`config.mk`:
```
export PLATFORM = sky130hd
export DESIGN_NAME = psd_range_scheduler
export DESIGN_NICKNAME = d
export VERILOG_FILES = /design/src/rtl/psd_range_scheduler.sv
export SDC_FILE = /design/constraint.sdc
export NUM_CORES = 1
export LEC_CHECK = 0
export ABC_CLOCK_PERIOD_IN_PS = 6400
export BUFFER_PORTS_ARGS = -buffer_cell sky130_fd_sc_hd__buf_2
export CORE_MARGIN = 10
export CORE_UTILIZATION = 64
export CTS_BUF_LIST = sky130_fd_sc_hd__clkbuf_8
export CTS_CLUSTER_DIAMETER = 200
export CTS_CLUSTER_SIZE = 28
export DETAILED_ROUTE_END_ITERATION = 10
export GPL_TIMING_DRIVEN = 0
export PLACE_DENSITY = 0.83
export SLEW_MARGIN = 20
export SYNTH_ARGS = -nofsm -noshare
export SYNTH_HDL_FRONTEND = slang
export SYNTH_SLANG_ARGS = --single-unit
```
`constraint.sdc`:
```
create_clock -name clk -period 6.4 [get_ports clk]
set_input_delay 0 -clock clk [delete_from_list [all_inputs] [get_ports clk]]
set_output_delay 0 -clock clk [all_outputs]
set_load 0.01 [all_outputs]
```
`src/rtl/psd_range_scheduler.sv`:
```
// PSD range scheduler: sums FFT bin magnitudes into frequency-range
// accumulators over n_avg frames, then drains the range totals as a
// short AXI-Stream packet and starts the next averaging period.
//
//   state   | meaning
//   --------+-----------------------------------------------------------
//   S_IDLE  | post-reset: latch n_avg, clear accumulators and counters
//   S_ACCUM | accept bins, steer into range accumulators, count frames
//   S_DUMP  | present range totals on data_out, input stalled
module psd_range_scheduler #(
  parameter int N_RANGES             = 4,
  parameter int START_BIN [N_RANGES] = '{0, 2, 7, 15},
  parameter int FFT_LEN              = 32,
  parameter int DATA_WIDTH           = 32,
  parameter int ACC_WIDTH            = 48,
  parameter int AVG_WIDTH            = 8
) (
  input  logic                  clk,
  input  logic                  reset_n,
  input  logic [DATA_WIDTH-1:0] data_in_tdata,
  input  logic                  data_in_tvalid,
  input  logic                  data_in_tlast,
  output logic                  data_in_tready,
  output logic [ACC_WIDTH-1:0]  data_out_tdata,
  output logic                  data_out_tvalid,
  output logic                  data_out_tlast,
  input  logic                  data_out_tready,
  input  logic [AVG_WIDTH-1:0]  n_avg,
  output logic                  busy,
  output logic                  frame_err
);

  localparam int BIN_W = $clog2(FFT_LEN) + 1;
  localparam int IDX_W = (N_RANGES > 1) ? $clog2(N_RANGES) : 1;
  localparam logic [AVG_WIDTH-1:0] AVG_ONE  = AVG_WIDTH'(1);
  localparam logic [BIN_W-1:0]     BIN_ONE  = BIN_W'(1);
  localparam logic [BIN_W-1:0]     BIN_FULL = BIN_W'(FFT_LEN);
  localparam logic [BIN_W-1:0]     BIN_LAST = BIN_W'(FFT_LEN - 1);
  localparam logic [IDX_W-1:0]     IDX_ONE  = IDX_W'(1);
  localparam logic [IDX_W-1:0]     IDX_LAST = IDX_W'(N_RANGES - 1);

  typedef enum logic [1:0] {S_IDLE, S_ACCUM, S_DUMP} state_t;

  state_t                 state, state_nxt;
  logic [BIN_W-1:0]       bin_cnt;
  logic [AVG_WIDTH-1:0]   frame_cnt;
  logic [AVG_WIDTH-1:0]   avg_len;
  logic [AVG_WIDTH-1:0]   avg_lat;
  logic [IDX_W-1:0]       out_idx;
  logic [IDX_W-1:0]       idx_inc;
  logic [ACC_WIDTH-1:0]   acc     [N_RANGES];
  logic [ACC_WIDTH-1:0]   acc_upd [N_RANGES];
  logic [ACC_WIDTH:0]     sum_ext;
  logic [IDX_W-1:0]       rng_sel;
  logic                   rng_hit;
  logic                   in_hs, out_hs, frame_end, period_end, dump_end;

  // n_avg of zero means a single frame per period
  assign avg_lat    = (n_avg == '0) ? AVG_ONE : n_avg;
  assign in_hs      = data_in_tvalid && data_in_tready;
  assign out_hs     = data_out_tvalid && data_out_tready;
  assign frame_end  = in_hs && data_in_tlast;
  assign period_end = frame_end && (frame_cnt == avg_len - AVG_ONE);
  assign dump_end   = out_hs && (out_idx == IDX_LAST);
  assign idx_inc    = out_idx + IDX_ONE;

  // Range lookup: highest range whose first bin is at or below bin_cnt
  always_comb begin
    rng_hit = 1'b0;
    rng_sel = '0;
    for (int r = 0; r < N_RANGES; r++) begin
      if (int'(bin_cnt) >= START_BIN[r]) begin
        rng_hit = 1'b1;
        rng_sel = IDX_W'(r);
      end
    end
    if (bin_cnt >= BIN_FULL) rng_hit = 1'b0;
  end

  // Saturating add of the current beat into its range accumulator
  always_comb begin
    for (int r = 0; r < N_RANGES; r++) acc_upd[r] = acc[r];
    sum_ext = {1'b0, acc[rng_sel]} + (ACC_WIDTH + 1)'(data_in_tdata);
    if (in_hs && rng_hit)
      acc_upd[rng_sel] = sum_ext[ACC_WIDTH] ? '1 : sum_ext[ACC_WIDTH-1:0];
  end

  // Accumulator bank, cleared at period start and after the drain
  always_ff @(posedge clk or negedge reset_n) begin
    if (!reset_n) begin
      for (int r = 0; r < N_RANGES; r++) acc[r] <= '0;
    end else if (state == S_IDLE || dump_end) begin
      for (int r = 0; r < N_RANGES; r++) acc[r] <= '0;
    end else begin
      for (int r = 0; r < N_RANGES; r++) acc[r] <= acc_upd[r];
    end
  end

  // Bin/frame counters and the per-period frame target
  always_ff @(posedge clk or negedge reset_n) begin
    if (!reset_n) begin
      bin_cnt   <= '0;
      frame_cnt <= '0;
      avg_len   <= '0;
    end else if (state == S_IDLE) begin
      bin_cnt   <= '0;
      frame_cnt <= '0;
      avg_len   <= avg_lat;
    end else if (in_hs) begin
      if (data_in_tlast) begin
        bin_cnt   <= '0;
        frame_cnt <= frame_cnt + AVG_ONE;
      end else if (bin_cnt != BIN_FULL) begin
        bin_cnt <= bin_cnt + BIN_ONE;
      end
    end else if (dump_end) begin
      frame_cnt <= '0;
      avg_len   <= avg_lat;
    end
  end

  // Malformed-frame pulse: tlast not on the final bin
  always_ff @(posedge clk or negedge reset_n) begin
    if (!reset_n) frame_err <= 1'b0;
    else          frame_err <= frame_end && (bin_cnt != BIN_LAST);
  end

  // Output word register; range 0 is loaded with the final beat included
  always_ff @(posedge clk or negedge reset_n) begin
    if (!reset_n) begin
      out_idx        <= '0;
      data_out_tdata <= '0;
    end else if (state == S_ACCUM && period_end) begin
      out_idx        <= '0;
      data_out_tdata <= acc_upd[0];
    end else if (out_hs) begin
      if (dump_end) begin
        out_idx        <= '0;
        data_out_tdata <= '0;
      end else begin
        out_idx        <= idx_inc;
        data_out_tdata <= acc[idx_inc];
      end
    end
  end

  // State register
  always_ff @(posedge clk or negedge reset_n) begin
    if (!reset_n) state <= S_IDLE;
    else          state <= state_nxt;
  end

  // Next-state logic
  always_comb begin
    state_nxt = state;
    unique case (state)
      S_IDLE:  state_nxt = S_ACCUM;
      S_ACCUM: if (period_end) state_nxt = S_DUMP;
      S_DUMP:  if (dump_end) state_nxt = S_ACCUM;
      default: state_nxt = S_IDLE;
    endcase
  end

  // State-decoded handshake and status outputs
  always_comb begin
    data_in_tready  = (state == S_ACCUM);
    data_out_tvalid = (state == S_DUMP);
    busy            = (state == S_DUMP);
    data_out_tlast  = (state == S_DUMP) && (out_idx == IDX_LAST);
  end

endmodule

```
==> flow_summary.ini <==
[synth]
synth_xor_area_share_pct = 2.54
synth_common_cells = 267 x dfrtp_1, 225 x o21ai_0, 177 x nor2_1, 163 x nand3_1, 124 x nand2_1
synth_adder_area_share_pct = 3.20
seq_area_frac_synth_pct = 43.1
synth_ff_type = dfrtp_1
synth.largest_area_cell = dfrtp_1
synth_top_area_share_pct = 43.1
async_reset_ff_share_pct = 100
synth_compound_area_share_pct = 20.3
synth-seq-cells = 267
synth-simple-area-share_pct = 17.8
synth_edf_count = 0
synth.most_common_cell = dfrtp_1
syn_nets = 1794
synthMuxAreaShare_pct = 8.75
synth_top_family_by_area = compound AO/OA/AOI/OAI gates
avgSynthCellArea_um2 = 9.07
synth_area_leaders = dfrtp_1 43%, o21ai_0 7.3%, mux4_2 7.0%, nand3_1 5.3%, nor2_1 4.3%
yosys_warnings = 0
synth_area_um2 = 15500
synth_cells = 1710
ys_types = 62

[routing]
vias = 15200
drt-initial-drc-count = 2304
drcViolationCount = 0
antenna_left = 0
vias_per_cell = 7.06
routed_wl_mm = 55.1
firstDrtPassIters = 8
wire_per_inst_um = 25.5

[grt]
antenna_found_initial = 1
grt-ovfl-total = 0
grt_usage_pct = 34.6
grt_pass1_wl_mm = 84.3
grt_start_max_net_pins = 100
grt_pass1_vias = 15000

[job]
max_cap_violations = 0

[clocking]
cts_tree = built
cts.clk_slew.worst_paths_ns = 0.18
clk_latency_ns = 0.57
cts_sinks = 267
cts_buffers = 13
cts_root_buffer = clkbuf_8
cts_max_path_buffers = 3
h-tree-depth = 1

[placement]
dp_hpwl_mm = 38.8
place_ws_ns = -0.702
place_congestion = 0.964
dp.cells = 2128
io_buffer_count = 97

[cells_and_area]
layout-drive-gt1-share_pct = 11.4
final_util_pct = 71.3
fin_cells = 2158
diodes = 0
final_nets = 1924
area_growth_pct = 8.86

[timing]
period_share_pct = 98.2
grt_setup_unrepaired = no
slew_headroom_pct = 30.9
worst_slack_ns = 0.117
hold_viol = 13
drv_slew = 0
whs_ns = -0.0252
max_freq_ghz = 0.159
fin_crit_ns = 6.28
tightest_slew_ns = 1.04
clock_skew_ns = 0.0448
finalSetupViolCount = 0

[worst_setup_path]
path_class = reg2reg
cp.required_ns = 6.84
r2r_cells = 18
arrival_ns = 6.72
worstSetupStartpointType = flip-flop
reg2reg_to = data_out_tdata[36]
worstSetupEndpointType = flip-flop
timing.rr.start = bin_cnt[0]
crit_start = bin_cnt[0]
rrSetupSlack_ns = 0.12
worstPathMaxFanout = 10

[die]
die_width_um = 176
ios = 98
design.core.area_um2 = 23700
die_y_um = 176
rows = 56
start_util_pct = 65.5
dieArea_um2 = 30900

[pwr]
peakVddDrop_uv = 504
power_w = 0.00988
leakagePower_nw = 7.43
powerDensity_nw_per_um2 = 585

[run_status]
status = finished, violations left
violations = hold timing

[hold_path]
hp-class = in2async
[cell families after synthesis]
| kind of cell | after synthesis |
|---|---|
| and+or+nand+nor | 595 |
| AOI/OAI and AO/OA | 518 |
| DFF | 267 |
| buffers and inverters | 171 |
| muxes | 75 |
| xor gates and xnor gates | 45 |
| adders and majority gates | 39 |
[through the flow]
step / hold WS, ns / TNS (ns) / instance area (um2)
global route: 0.0452 / 0 / 16900
finish: -0.0252 / 0 / 16900
global placement: 0.211 / -54.82 / 16400
CTS: 0.0165 / 0 / 16800
floorplan: -0.296 / 0 / 15500
detailed placement: 0.0283 / -64.88 / 16500
[critical path: stages (launching register included)]
cell and delay [ns]:
dfrtp_1 0.50, ha_1 0.34, o21a_1 0.29, o21ai_1 0.65, clkbuf_1 0.69, nor2_1 0.08, nor3_1 0.21, ha_1 0.26
inv_1 0.07, fa_1 0.40, nand2b_1 0.19, a21oi_1 0.39, o2111ai_1 0.26, a21o_1 0.29, a2bb2oi_4 0.38, clkbuf_2 0.37
nand3_1 0.11, a21oi_1 0.49, o211ai_1 0.18
[final cells by class]
type | instances | area, um2
multi-input combinational | 1272 | 8210
fill | 1912 | 6800
sequential | 267 | 6680
timing repair buffer | 115 | 709
buffer | 136 | 558
tap | 319 | 399
clock buffer | 13 | 179
inverter | 35 | 131
clock inverter | 1 | 16.3
[how the worst max path moves through the flow]
| stage | slack [ns] | cells past startpoint | to |
|---|---|---|---|
| 3_3_place_gp | -0.66 | 20 | acc[176] |
| 5_1_grt | 0.08 | 20 | acc[86] |
| 3_5_place_dp | -0.70 | 20 | acc[176] |
| 4_1_cts | 0.05 | 18 | acc[135] |
| 6_report | 0.12 | 18 | data_out_tdata[36] |
| 2_1_floorplan | 1.65 | 20 | acc[176] |
[sequential cells by signal, indices dropped and copies added, names as in the netlist]
| signal | flops |
|---|---|
| acc | 192 |
| avg_len | 8 |
| bin_cnt | 6 |
| data_out_tdata | 48 |
| frame_cnt | 8 |
| frame_err | 1 |
| out_idx | 2 |
| state | 2 |
[what timing repair did]
item,CTS,global route
setup endpoints to repair,233,92
pin swaps,1,0
endpoints found under the hold margin,204,0
setup buffers,1,0
resized for setup,8,10
hold buffers,14,0
[report_power, final]
group / switching (W) / internal [W]
combinational: 0.00422 / 0.00225
sequential: 0.000455 / 0.00222
clock: 0.000543 / 0.000193
total: 0.00522 / 0.00466
[cells in the final DEF (no fill, tap or decap), types with 12 or more instances in the layout]
cell type      count
mux4_2            48
xnor2_1           26
inv_1             35
clkbuf_1         111
or3_1             22
o21ai_0          224
a21o_1            12
nand3_1          163
clkbuf_8          13
dfrtp_1          267
o211ai_1          29
xor2_1            18
a22oi_1           45
nand2_1          124
a221oi_1          13
mux2i_1           23
nor3_1            40
o22ai_1           31
dlygate4sd3_1     14
a21oi_1           82
nand4_1           15
buf_2            102
nor2_1           177
ha_1              38
[routing by layer]
metal / up-vias / part of all wire [%] / global-route usage, %
li1: 6491 / - / -
met1: 7266 / 37 / 43.8
met2: 1211 / 45 / 54.0
met3: 270 / 13 / 8.75
met4: 2 / 5.8 / 18.3
met5: - / 0.020 / 0
Power figures use the tool's default switching activity.
